$ cat src/rtl/nibble_serial_addsub_if.sv
// Request/result bundle between a requester and the nibble-serial add/subtract sequencer.
interface nibble_serial_addsub_if #(
  parameter int unsigned NIBBLES = 4
);
  localparam int unsigned W = 4 * NIBBLES;

  logic         start;
  logic         sub;
  logic [W-1:0] a;
  logic [W-1:0] b;
  logic         ready;
  logic         done;
  logic [W-1:0] result;
  logic         cout;
  logic         ovf;

  modport master (
    output start, sub, a, b,
    input  ready, done, result, cout, ovf
  );

  modport slave (
    input  start, sub, a, b,
    output ready, done, result, cout, ovf
  );
endinterface

$ cat src/rtl/nibble_serial_addsub.sv
// Multi-cycle add/subtract: one 4-bit ripple slice reused once per nibble, LSB nibble first.
// Start/done handshake; subtraction is A + ~B + 1 with the +1 injected as the initial carry.
module nibble_serial_addsub #(
  parameter int unsigned NIBBLES = 4
) (
  input  logic                   clk,
  input  logic                   rst_n,
  nibble_serial_addsub_if.slave  bus
);
  localparam int unsigned W  = 4 * NIBBLES;
  localparam int unsigned IW = (NIBBLES > 1) ? $clog2(NIBBLES) : 1;
  localparam logic [IW-1:0] LAST_IDX = IW'(NIBBLES - 1);

  typedef enum logic [1:0] {
    ST_IDLE = 2'd0,
    ST_RUN  = 2'd1,
    ST_DONE = 2'd2
  } state_t;

  state_t        state_q;
  logic [W-1:0]  a_q;
  logic [W-1:0]  bx_q;
  logic          carry_q;
  logic [IW-1:0] idx_q;
  logic          ready_q;
  logic          done_q;
  logic [W-1:0]  result_q;
  logic          cout_q;
  logic          ovf_q;

  logic [IW+1:0] nib_lo;
  logic [3:0]    nib_x;
  logic [3:0]    nib_y;
  logic [4:0]    slice;
  logic          ovf_next;

  // 4-bit ripple-carry slice: returns {carry_out, sum}
  function automatic logic [4:0] slice_add(input logic [3:0] x, input logic [3:0] y,
                                           input logic z);
    logic       c;
    logic [3:0] s;
    c = z;
    s = 4'h0;
    for (int i = 0; i < 4; i++) begin
      s[i] = x[i] ^ y[i] ^ c;
      c    = (x[i] & y[i]) | (c & (x[i] ^ y[i]));
    end
    return {c, s};
  endfunction

  // Current nibble select and slice evaluation
  always_comb begin
    nib_lo   = {idx_q, 2'b00};
    nib_x    = a_q[nib_lo +: 4];
    nib_y    = bx_q[nib_lo +: 4];
    slice    = slice_add(nib_x, nib_y, carry_q);
    ovf_next = (a_q[W-1] == bx_q[W-1]) && (slice[3] != a_q[W-1]);
  end

  always_ff @(posedge clk or negedge rst_n) begin
    if (!rst_n) begin
      state_q  <= ST_IDLE;
      a_q      <= '0;
      bx_q     <= '0;
      carry_q  <= 1'b0;
      idx_q    <= '0;
      ready_q  <= 1'b1;
      done_q   <= 1'b0;
      result_q <= '0;
      cout_q   <= 1'b0;
      ovf_q    <= 1'b0;
    end else begin
      case (state_q)
        ST_IDLE: begin
          done_q <= 1'b0;
          if (bus.start) begin
            a_q     <= bus.a;
            bx_q    <= bus.sub ? ~bus.b : bus.b;
            carry_q <= bus.sub;
            idx_q   <= '0;
            ready_q <= 1'b0;
            state_q <= ST_RUN;
          end
        end
        ST_RUN: begin
          result_q[nib_lo +: 4] <= slice[3:0];
          carry_q               <= slice[4];
          if (idx_q == LAST_IDX) begin
            // Final nibble: flags are valid alongside the done pulse
            idx_q   <= '0;
            done_q  <= 1'b1;
            cout_q  <= slice[4];
            ovf_q   <= ovf_next;
            state_q <= ST_DONE;
          end else begin
            idx_q <= idx_q + IW'(1);
          end
        end
        ST_DONE: begin
          done_q  <= 1'b0;
          ready_q <= 1'b1;
          state_q <= ST_IDLE;
        end
        default: begin
          done_q  <= 1'b0;
          ready_q <= 1'b1;
          state_q <= ST_IDLE;
        end
      endcase
    end
  end

  assign bus.ready  = ready_q;
  assign bus.done   = done_q;
  assign bus.result = result_q;
  assign bus.cout   = cout_q;
  assign bus.ovf    = ovf_q;

endmodule

$ cat src/flat_wrapper.sv
// flat-port wrapper written by rule: the top's interface ports become plain ports
module nibble_serial_addsub_flat 
#(
  parameter int unsigned NIBBLES = 4
)
  (clk, rst_n, bus_start, bus_sub, bus_a, bus_b, bus_ready, bus_done, bus_result, bus_cout, bus_ovf);
  nibble_serial_addsub_if #(.NIBBLES(NIBBLES)) bus_i ();
  input  logic clk;
  input  logic rst_n;
  input wire logic [$bits(bus_i.start)-1:0] bus_start;
  input wire logic [$bits(bus_i.sub)-1:0] bus_sub;
  input wire logic [$bits(bus_i.a)-1:0] bus_a;
  input wire logic [$bits(bus_i.b)-1:0] bus_b;
  output wire logic [$bits(bus_i.ready)-1:0] bus_ready;
  output wire logic [$bits(bus_i.done)-1:0] bus_done;
  output wire logic [$bits(bus_i.result)-1:0] bus_result;
  output wire logic [$bits(bus_i.cout)-1:0] bus_cout;
  output wire logic [$bits(bus_i.ovf)-1:0] bus_ovf;
  assign bus_i.start = bus_start;
  assign bus_i.sub = bus_sub;
  assign bus_i.a = bus_a;
  assign bus_i.b = bus_b;
  assign bus_ready = bus_i.ready;
  assign bus_done = bus_i.done;
  assign bus_result = bus_i.result;
  assign bus_cout = bus_i.cout;
  assign bus_ovf = bus_i.ovf;
  nibble_serial_addsub #(.NIBBLES(NIBBLES)) u_core (.clk(clk), .rst_n(rst_n), .bus(bus_i));
endmodule
$ cat config.mk
export PLATFORM = sky130hd
export DESIGN_NAME = nibble_serial_addsub_flat
export DESIGN_NICKNAME = d
export VERILOG_FILES = /design/src/rtl/nibble_serial_addsub_if.sv /design/src/rtl/nibble_serial_addsub.sv /design/src/flat_wrapper.sv
export SDC_FILE = /design/constraint.sdc
export NUM_CORES = 1
export LEC_CHECK = 0
export ABC_AREA = 1
export CORE_MARGIN = 4
export CORE_UTILIZATION = 56
export CTS_CLUSTER_DIAMETER = 30
export DETAILED_ROUTE_END_ITERATION = 8
export PLACE_DENSITY = 0.85
export RECOVER_POWER = 25
export SETUP_SLACK_MARGIN = 0.4
export SLEW_MARGIN = 15
export SYNTH_ARGS = -nofsm -noshare
export SYNTH_HDL_FRONTEND = slang
export SYNTH_SLANG_ARGS = --single-unit
$ cat constraint.sdc
create_clock -name clk -period 8.9 [get_ports clk]
set_input_delay 1.335 -clock clk [delete_from_list [all_inputs] [get_ports clk]]
set_output_delay 1.335 -clock clk [all_outputs]
set_load 0.01 [all_outputs]
==> results of run 1 <==
-- worst paths after layout --
path,startpoint,end,slack [ps]
worst max-delay path,rst_n,u_core.bus.ovf$_DFFE_PN0P_,5220
worst min-delay path,u_core.a_q[13]$_DFFE_PN0P_,u_core.a_q[13]$_DFFE_PN0P_,480
worst max register to register,u_core.idx_q[0]$_DFFE_PN0P_,u_core.bus.result[3]$_DFFE_PN0P_,5290
worst min register to register,u_core.a_q[13]$_DFFE_PN0P_,u_core.a_q[13]$_DFFE_PN0P_,480
max in group clk,u_core.idx_q[0]$_DFFE_PN0P_,u_core.bus.result[3]$_DFFE_PN0P_,5290
min in group asynchronous,rst_n,u_core.a_q[6]$_DFFE_PN0P_,2040
-- layer usage --
metal	vias up	share of wire (%)	global-route usage, %
li1	1225	-	-
met1	1135	42	25.4
met2	67	50	36.2
met3	19	4.6	4.82
met4	0	3.0	12.5
met5	-	0	0
-- logic make-up after synthesis --
family	Yosys count
buffers and inverters	43
adder cells (fa/ha/maj)	10
XOR/XNOR	16
flip-flops	57
AO/OA/AOI/OAI	30
AND/OR/NAND/NOR	207
-- where the power goes --
group | internal, mW | switching [mW] | leakage (nW)
registers | 0.369 | 0.0771 | 0.728
clock network | 0.108 | 0.0948 | 0.0778
logic | 0.267 | 0.403 | 1.08
total | 0.743 | 0.575 | 1.89
-- final cells by class --
cell class,count,area [µm²]
clock buffers,15,156
inverters,30,113
well taps,70,87.6
repair buffers,57,557
fillers,416,1450
multi-input cells,263,1280
flip-flops and latches,57,1430
-- cells in the final DEF (no fill, tap or decap) --
cell / count
nor2_2: 2
nand4_1: 1
clkbuf_1: 6
clkdlybuf4s50_1: 54
dfrtp_1: 56
o211ai_1: 10
fa_1: 4
nand2_2: 2
buf_2: 1
nand2_1: 161
clkbuf_8: 10
inv_1: 28
o21ai_0: 20
buf_4: 1
ha_1: 6
inv_2: 2
nand3_2: 1
xor2_1: 16
nor2_1: 25
dfstp_2: 1
nand3_1: 15
-- synth_stat cells, types with 4 or more instances --
cell,number
nand2_1,161
dfrtp_1,56
nor2_1,25
o21ai_0,20
o211ai_1,10
ha_1,6
buf_6,4
nand3_1,15
fa_1,4
inv_1,28
xor2_1,16
buf_2,6
-- state kept, by name, indices dropped and copies added, names as in the netlist --
name,cells
u_core.idx_q,2
u_core.bus.ready,1
u_core.bus.done,1
u_core.bus.result,16
u_core.state_q,2
u_core.carry_q,1
u_core.bus.cout,1
u_core.bus.ovf,1
u_core.bx_q,16
u_core.a_q,16
-- stage by stage --
stage | hold slack (ps) | power (mW)
finish | 481 | 1.32
detailed placement | 467 | 1.12
floorplan | 444 | 0.913
global placement | 464 | 1.09
CTS | 481 | 1.32
global route | 511 | 1.45
==> key figures, run 1 <==
Logic synthesis
  • Post-Synth Adder-Cell Area: 5.31%
  • Netlist cell types: 19
  • Async SR Flop Fraction: 100%
  • Gate Count Post-Synth: 363
  • Seq cells post-synth: 57
  • Synth Warn #: 0
  • Post-synthesis sequential area ratio: 48.8%
  • Synth Area in Compound Gates: 5.99%
  • Synth Net Count: between 400 and 500
  • Top cell type's share of synthesized area: a little under half
  • Post-synthesis simple-gate area fraction: between 20 and 30%
  • Area leader, netlist: dfrtp_1
  • Fraction of synthesized area in multiplexers: 0%
  • Ranking of synthesized cells by area: dfrtp_1 48%, nand2_1 21%, xor2_1 4.8%, inv_1 3.6%, o21ai_0 3.4%
  • Post-synthesis xor/xnor area fraction: 4.79%
  • Syn Area/Cell: around 8.1 µm²
  • Number of synthesized flops with an enable pin: 0
  • Main combinational cell family by area after synthesis: simple AND/OR/NAND/NOR gates
  • Primary FF master, synth: dfrtp_1
  • Area of the mapped netlist: 2920 µm²

STA
  • Unrepaired setup endpoints after global routing: false
  • Clock skew: approximately 5.5 ps
  • Slew headroom: -94.3%
  • Fin crit period: about 3700 ps
  • Final Hold Fails: 0
  • # setup viols final: 0
  • Final slew viol count: 58
  • Setup TNS: 0 ps
  • Final WS setup: between 5000 and 6000 ps
  • Part of the cycle the worst path needs: 41.3%
  • Worst-Margin Slew: 2910 ps
  • F_max: 272 MHz

Worst hold path
  • HP Class: flip-flop to flip-flop
  • Worst hold path cell count: 2

Detailed routing
  • Drt drc: 0
  • Wire per inst: 12.5 µm
  • Total wire length: 6.16 mm
  • Drt via density: between 4 and 5
  • First-pass DRT Iterations: 4
  • DR vias: 2446
  • ANT nets after route: 0
  • Initial DRC count: 118

Die
  • Die Area: about 6400 µm²
  • Core area: roughly 5100 µm²
  • Die Width: 80.2 µm
  • Effective utilization at floorplan: ~58%
  • Rows: 26
  • Die height: around 80 µm
  • IO Count: 56

Outcome
  • Status: finished, violations left
  • Failing checks: capacitance limit, slew limit

Clock network
  • CTS resizes: 0
  • # hold bufs at CTS: 0
  • Reg clk slew, reported paths: 60 ps
  • Clk sink count: 57
  • CTS Buffer Depth: 2
  • CTS Root Cell: clkbuf_8
  • Worst-Skew Late Latency: 340 ps
  • CTS tree: yes
  • CTS buffer count: 9
  • Post-CTS Setup Bufs: 0
  • H-Tree Depth: 3

Finish
  • Final #Nets: 464
  • Non-Filler Instances: 492
  • Final Cell Area: between 3000 and 4000 µm²
  • Layout cells sized above 1: 4.74%
  • Layout Utilization: 71.4%
  • Diodes inserted: 0
  • P&R area growth vs syn: 24.1%

Setup path
  • Startpoint types: input pin
  • Critical path buffers and inverters: 2
  • Slowest stage cell, crit path: clkbuf_1
  • Worst Path Max Fanout: 57
  • CP Capture Type: async pin
  • R2r worst-path depth: 11
  • CP peak stage delay: around 2100 ps
  • Cell family with the largest share of critical-path delay: buffers and inverters
  • WS Path Type: input pin to async pin
  • Critical path cell sequence: buf_2 > clkbuf_1
  • CP required: 8710 ps
  • CP Data Arrival Time: 3490 ps
  • WP depth: 2

GRT
  • First-pass GRT wire length: ~10 mm
  • Grt total ovfl: 0
  • Vias in the first global route: ~2400
  • Gr usage total: 21.6%
  • Pin count of the biggest net entering global routing: 58
  • Initial antenna violation count: 0

Placement
  • Routability cong.: around 0.85
  • Hpwl dp: approximately 4.4 mm
  • Post-Place Cells: 477
  • Pre-CTS worst setup slack: around 5400 ps
  • Port Buffers: 55
  • Post-DP Area: 3470 µm²

Power
  • Worst VDD drop: about 170 µV
  • Static Leakage: 1.89 nW
  • Cell Pwr Density: 363 nW/µm²

Run
  • Max_cap viols: 1
No activity file was read; power rests on OpenSTA's default activity.
==> run 2, diff against run 1 <==
CORE_UTILIZATION = 52   (was 56)
PLACE_DENSITY = 0.8   (was 0.85)
clock period = 3.5 ns   (was 8.9 ns; I/O delays follow)
==> run 2 against run 1 <==
  * Count of clock-buffer cells in the layout shrank 2
  * Clock power grew to 2.7 times the previous value
  * Critical endpoint unchanged
  * Non-clock buffer count rose by 4
  * The run still ends with capacitance limit, slew limit left
  * Cell count is 1.6% higher
==> key figures, run 2 (synthesized netlist as in run 1, its figures left out) <==
Finish
  • P&R area growth vs syn: 26.8%
  • Diodes inserted: 0
  • Final Cell Area: 3710 µm²
  • Most frequent cells in the layout: 161 x nand2_1, 54 x clkdlybuf4s50_1, 54 x dfrtp_1
  • Layout cells sized above 1: 8.18%
  • Commonest non-fill, non-tap cell in the layout: nand2_1
  • Final #Nets: 469
  • Layout Utilization: 67.7%

Setup path
  • Startpoint types: flip-flop
  • Worst reg2reg path startpoint: u_core.idx_q[0]$_DFFE_PN0P_
  • CP Capture Type: flip-flop
  • CP required: 3720 ps
  • R2r worst-path depth: 13
  • Setup slack, reg-to-reg: 570 ps
  • Worst Path Max Fanout: 11
  • WS Path Type: flip-flop to flip-flop
  • Reg2reg end: u_core.bus.ovf$_DFFE_PN0P_
  • CP Data Arrival Time: about 3200 ps

Worst hold path
  • HP Class: flip-flop to flip-flop
  • Hold path start: u_core.bus.result[10]$_DFFE_PN0P_
  • Worst hold path cell count: 2
  • Hold EP: u_core.bus.result[10]$_DFFE_PN0P_

STA
  • Worst-Margin Slew: 1860 ps
  • Setup TNS: 0 ps
  • Unrepaired setup endpoints after global routing: false
  • Slew headroom: -24.1%
  • Clock skew: roughly 3.3 ps
  • Final Hold Fails: 0
  • Part of the cycle the worst path needs: between 80% and 90%
  • F_max: around 340 MHz
  • Final slew viol count: 37
  • Final WS setup: about 570 ps
  • Fin crit period: 2930 ps
  • # setup viols final: 0

Die
  • Effective utilization at floorplan: 53.4%
  • Rows: 27
  • Die Area: 6880 µm²
  • Die Width: roughly 83 µm
  • Die height: between 80 and 90 µm
  • IO Count: 56
  • Core area: 5470 µm²

Detailed routing
  • First-pass DRT Iterations: 4
  • Initial DRC count: roughly 120
  • DR vias: between 2000 and 2500
  • Drt via density: 4.93
  • Wire per inst: 12.6 µm
  • Drt drc: 0
  • Total wire length: 6.32 mm
  • ANT nets after route: 0

Placement
  • Pre-CTS worst setup slack: roughly 290 ps
  • Post-DP Area: about 3500 µm²
  • Routability cong.: about 0.86
  • Hpwl dp: about 4.6 mm
  • Port Buffers: 55

Clock network
  • CTS tree: yes
  • Reg clk slew, reported paths: 60 ps
  • CTS Root Cell: clkbuf_8
  • H-Tree Depth: 3
  • CTS Buffer Depth: 2
  • CTS buffer count: 9
  • Worst-Skew Late Latency: 330 ps
  • Clk sink count: 57

Run
  • Max_cap viols: 1

GRT
  • Pin count of the biggest net entering global routing: 37
  • First-pass GRT wire length: about 11 mm
  • Initial antenna violation count: 0
  • Grt total ovfl: 0
  • Gr usage total: 19.4%
  • Vias in the first global route: 2365

Power
  • Cell Pwr Density: 945 nW/µm²
  • Static Leakage: 1.92 nW
  • Worst VDD drop: approximately 610 µV

Outcome
  • Failing checks: capacitance limit, slew limit
  • Status: finished, violations left
==> run 2: cell types whose count changed in the layout (fill, tap and decap cells not counted), moves of 3 or more <==
cell,previous run,this run
fa_1,4,1
clkinv_2,0,3
clkbuf_1,6,3
fa_2,0,3
buf_4,1,6
==> run 2: critical path: stages, from the launching register on <==
cell      delay, ps
dfrtp_2         480
inv_8           110
nand2_1          60
o211ai_1         90
nand2_1          90
fa_2            350
fa_1            390
fa_2            360
fa_2            620
inv_1            60
nand3_1          70
nand2_1          50
nand2_1          50
nand2_1          50
==> run 2: power by group <==
part | switching (mW) | internal [mW]
clock network | 0.250 | 0.292
logic | 1.08 | 0.750
registers | 0.192 | 0.941
==> run 2: cell type report <==
class	instances	area (µm²)
Fill cell	462	1770
Sequential cell	57	1430
Timing Repair Buffer	61	589
Timing Repair inverter	1	6.26
Clock buffer	13	159
Inverter	30	125
Multi-Input combinational cell	263	1290
Tap cell	72	90.1
Clock inverter	3	15.0
==> run 2: metrics by stage <==
| step | power, mW | cells | hold slack (ps) |
|---|---|---|---|
| after global placement | 2.82 | 482 | 464 |
| after detailed placement | 2.88 | 482 | 467 |
| final | 3.50 | 500 | 480 |
| after floorplan | 2.32 | 363 | 229 |
| after global routing | 3.81 | 500 | 501 |
| after CTS | 3.44 | 498 | 289 |
==> run 2: worst max path at each step <==
stage	endpoint	from	slack, ps
6_report	u_core.bus.ovf$_DFFE_PN0P_	u_core.idx_q[0]$_DFFE_PN0P_	570
5_1_grt	u_core.bus.ovf$_DFFE_PN0P_	u_core.idx_q[0]$_DFFE_PN0P_	430
4_1_cts	u_core.bus.ovf$_DFFE_PN0P_	u_core.idx_q[0]$_DFFE_PN0P_	400
3_5_place_dp	u_core.bus.ovf$_DFFE_PN0P_	u_core.idx_q[1]$_DFFE_PN0P_	290
3_3_place_gp	u_core.bus.ovf$_DFFE_PN0P_	u_core.idx_q[1]$_DFFE_PN0P_	390
2_1_floorplan	u_core.bus.ovf$_DFFE_PN0P_	u_core.idx_q[0]$_DFFE_PN0P_	420
==> run 2: timing repair <==
item / in CTS / in global routing
hold buffers: 0 / 0
setup buffers: 0 / 1
pin swaps: 0 / 1
setup endpoints to repair: 5 / 5
gates cloned: 0 / 1
gates resized for setup: 2 / 11
==> run 2: metal layers <==
| metal | vias up | routed length (µm) | global-route usage (%) |
|---|---|---|---|
| li1 | 1242 | - | - |
| met1 | 1144 | 2780 | 24.4 |
| met2 | 70 | 3100 | 32.0 |
| met3 | 10 | 340 | 5.56 |
| met4 | 0 | 90 | 6.84 |
| met5 | - | 0 | 0 |
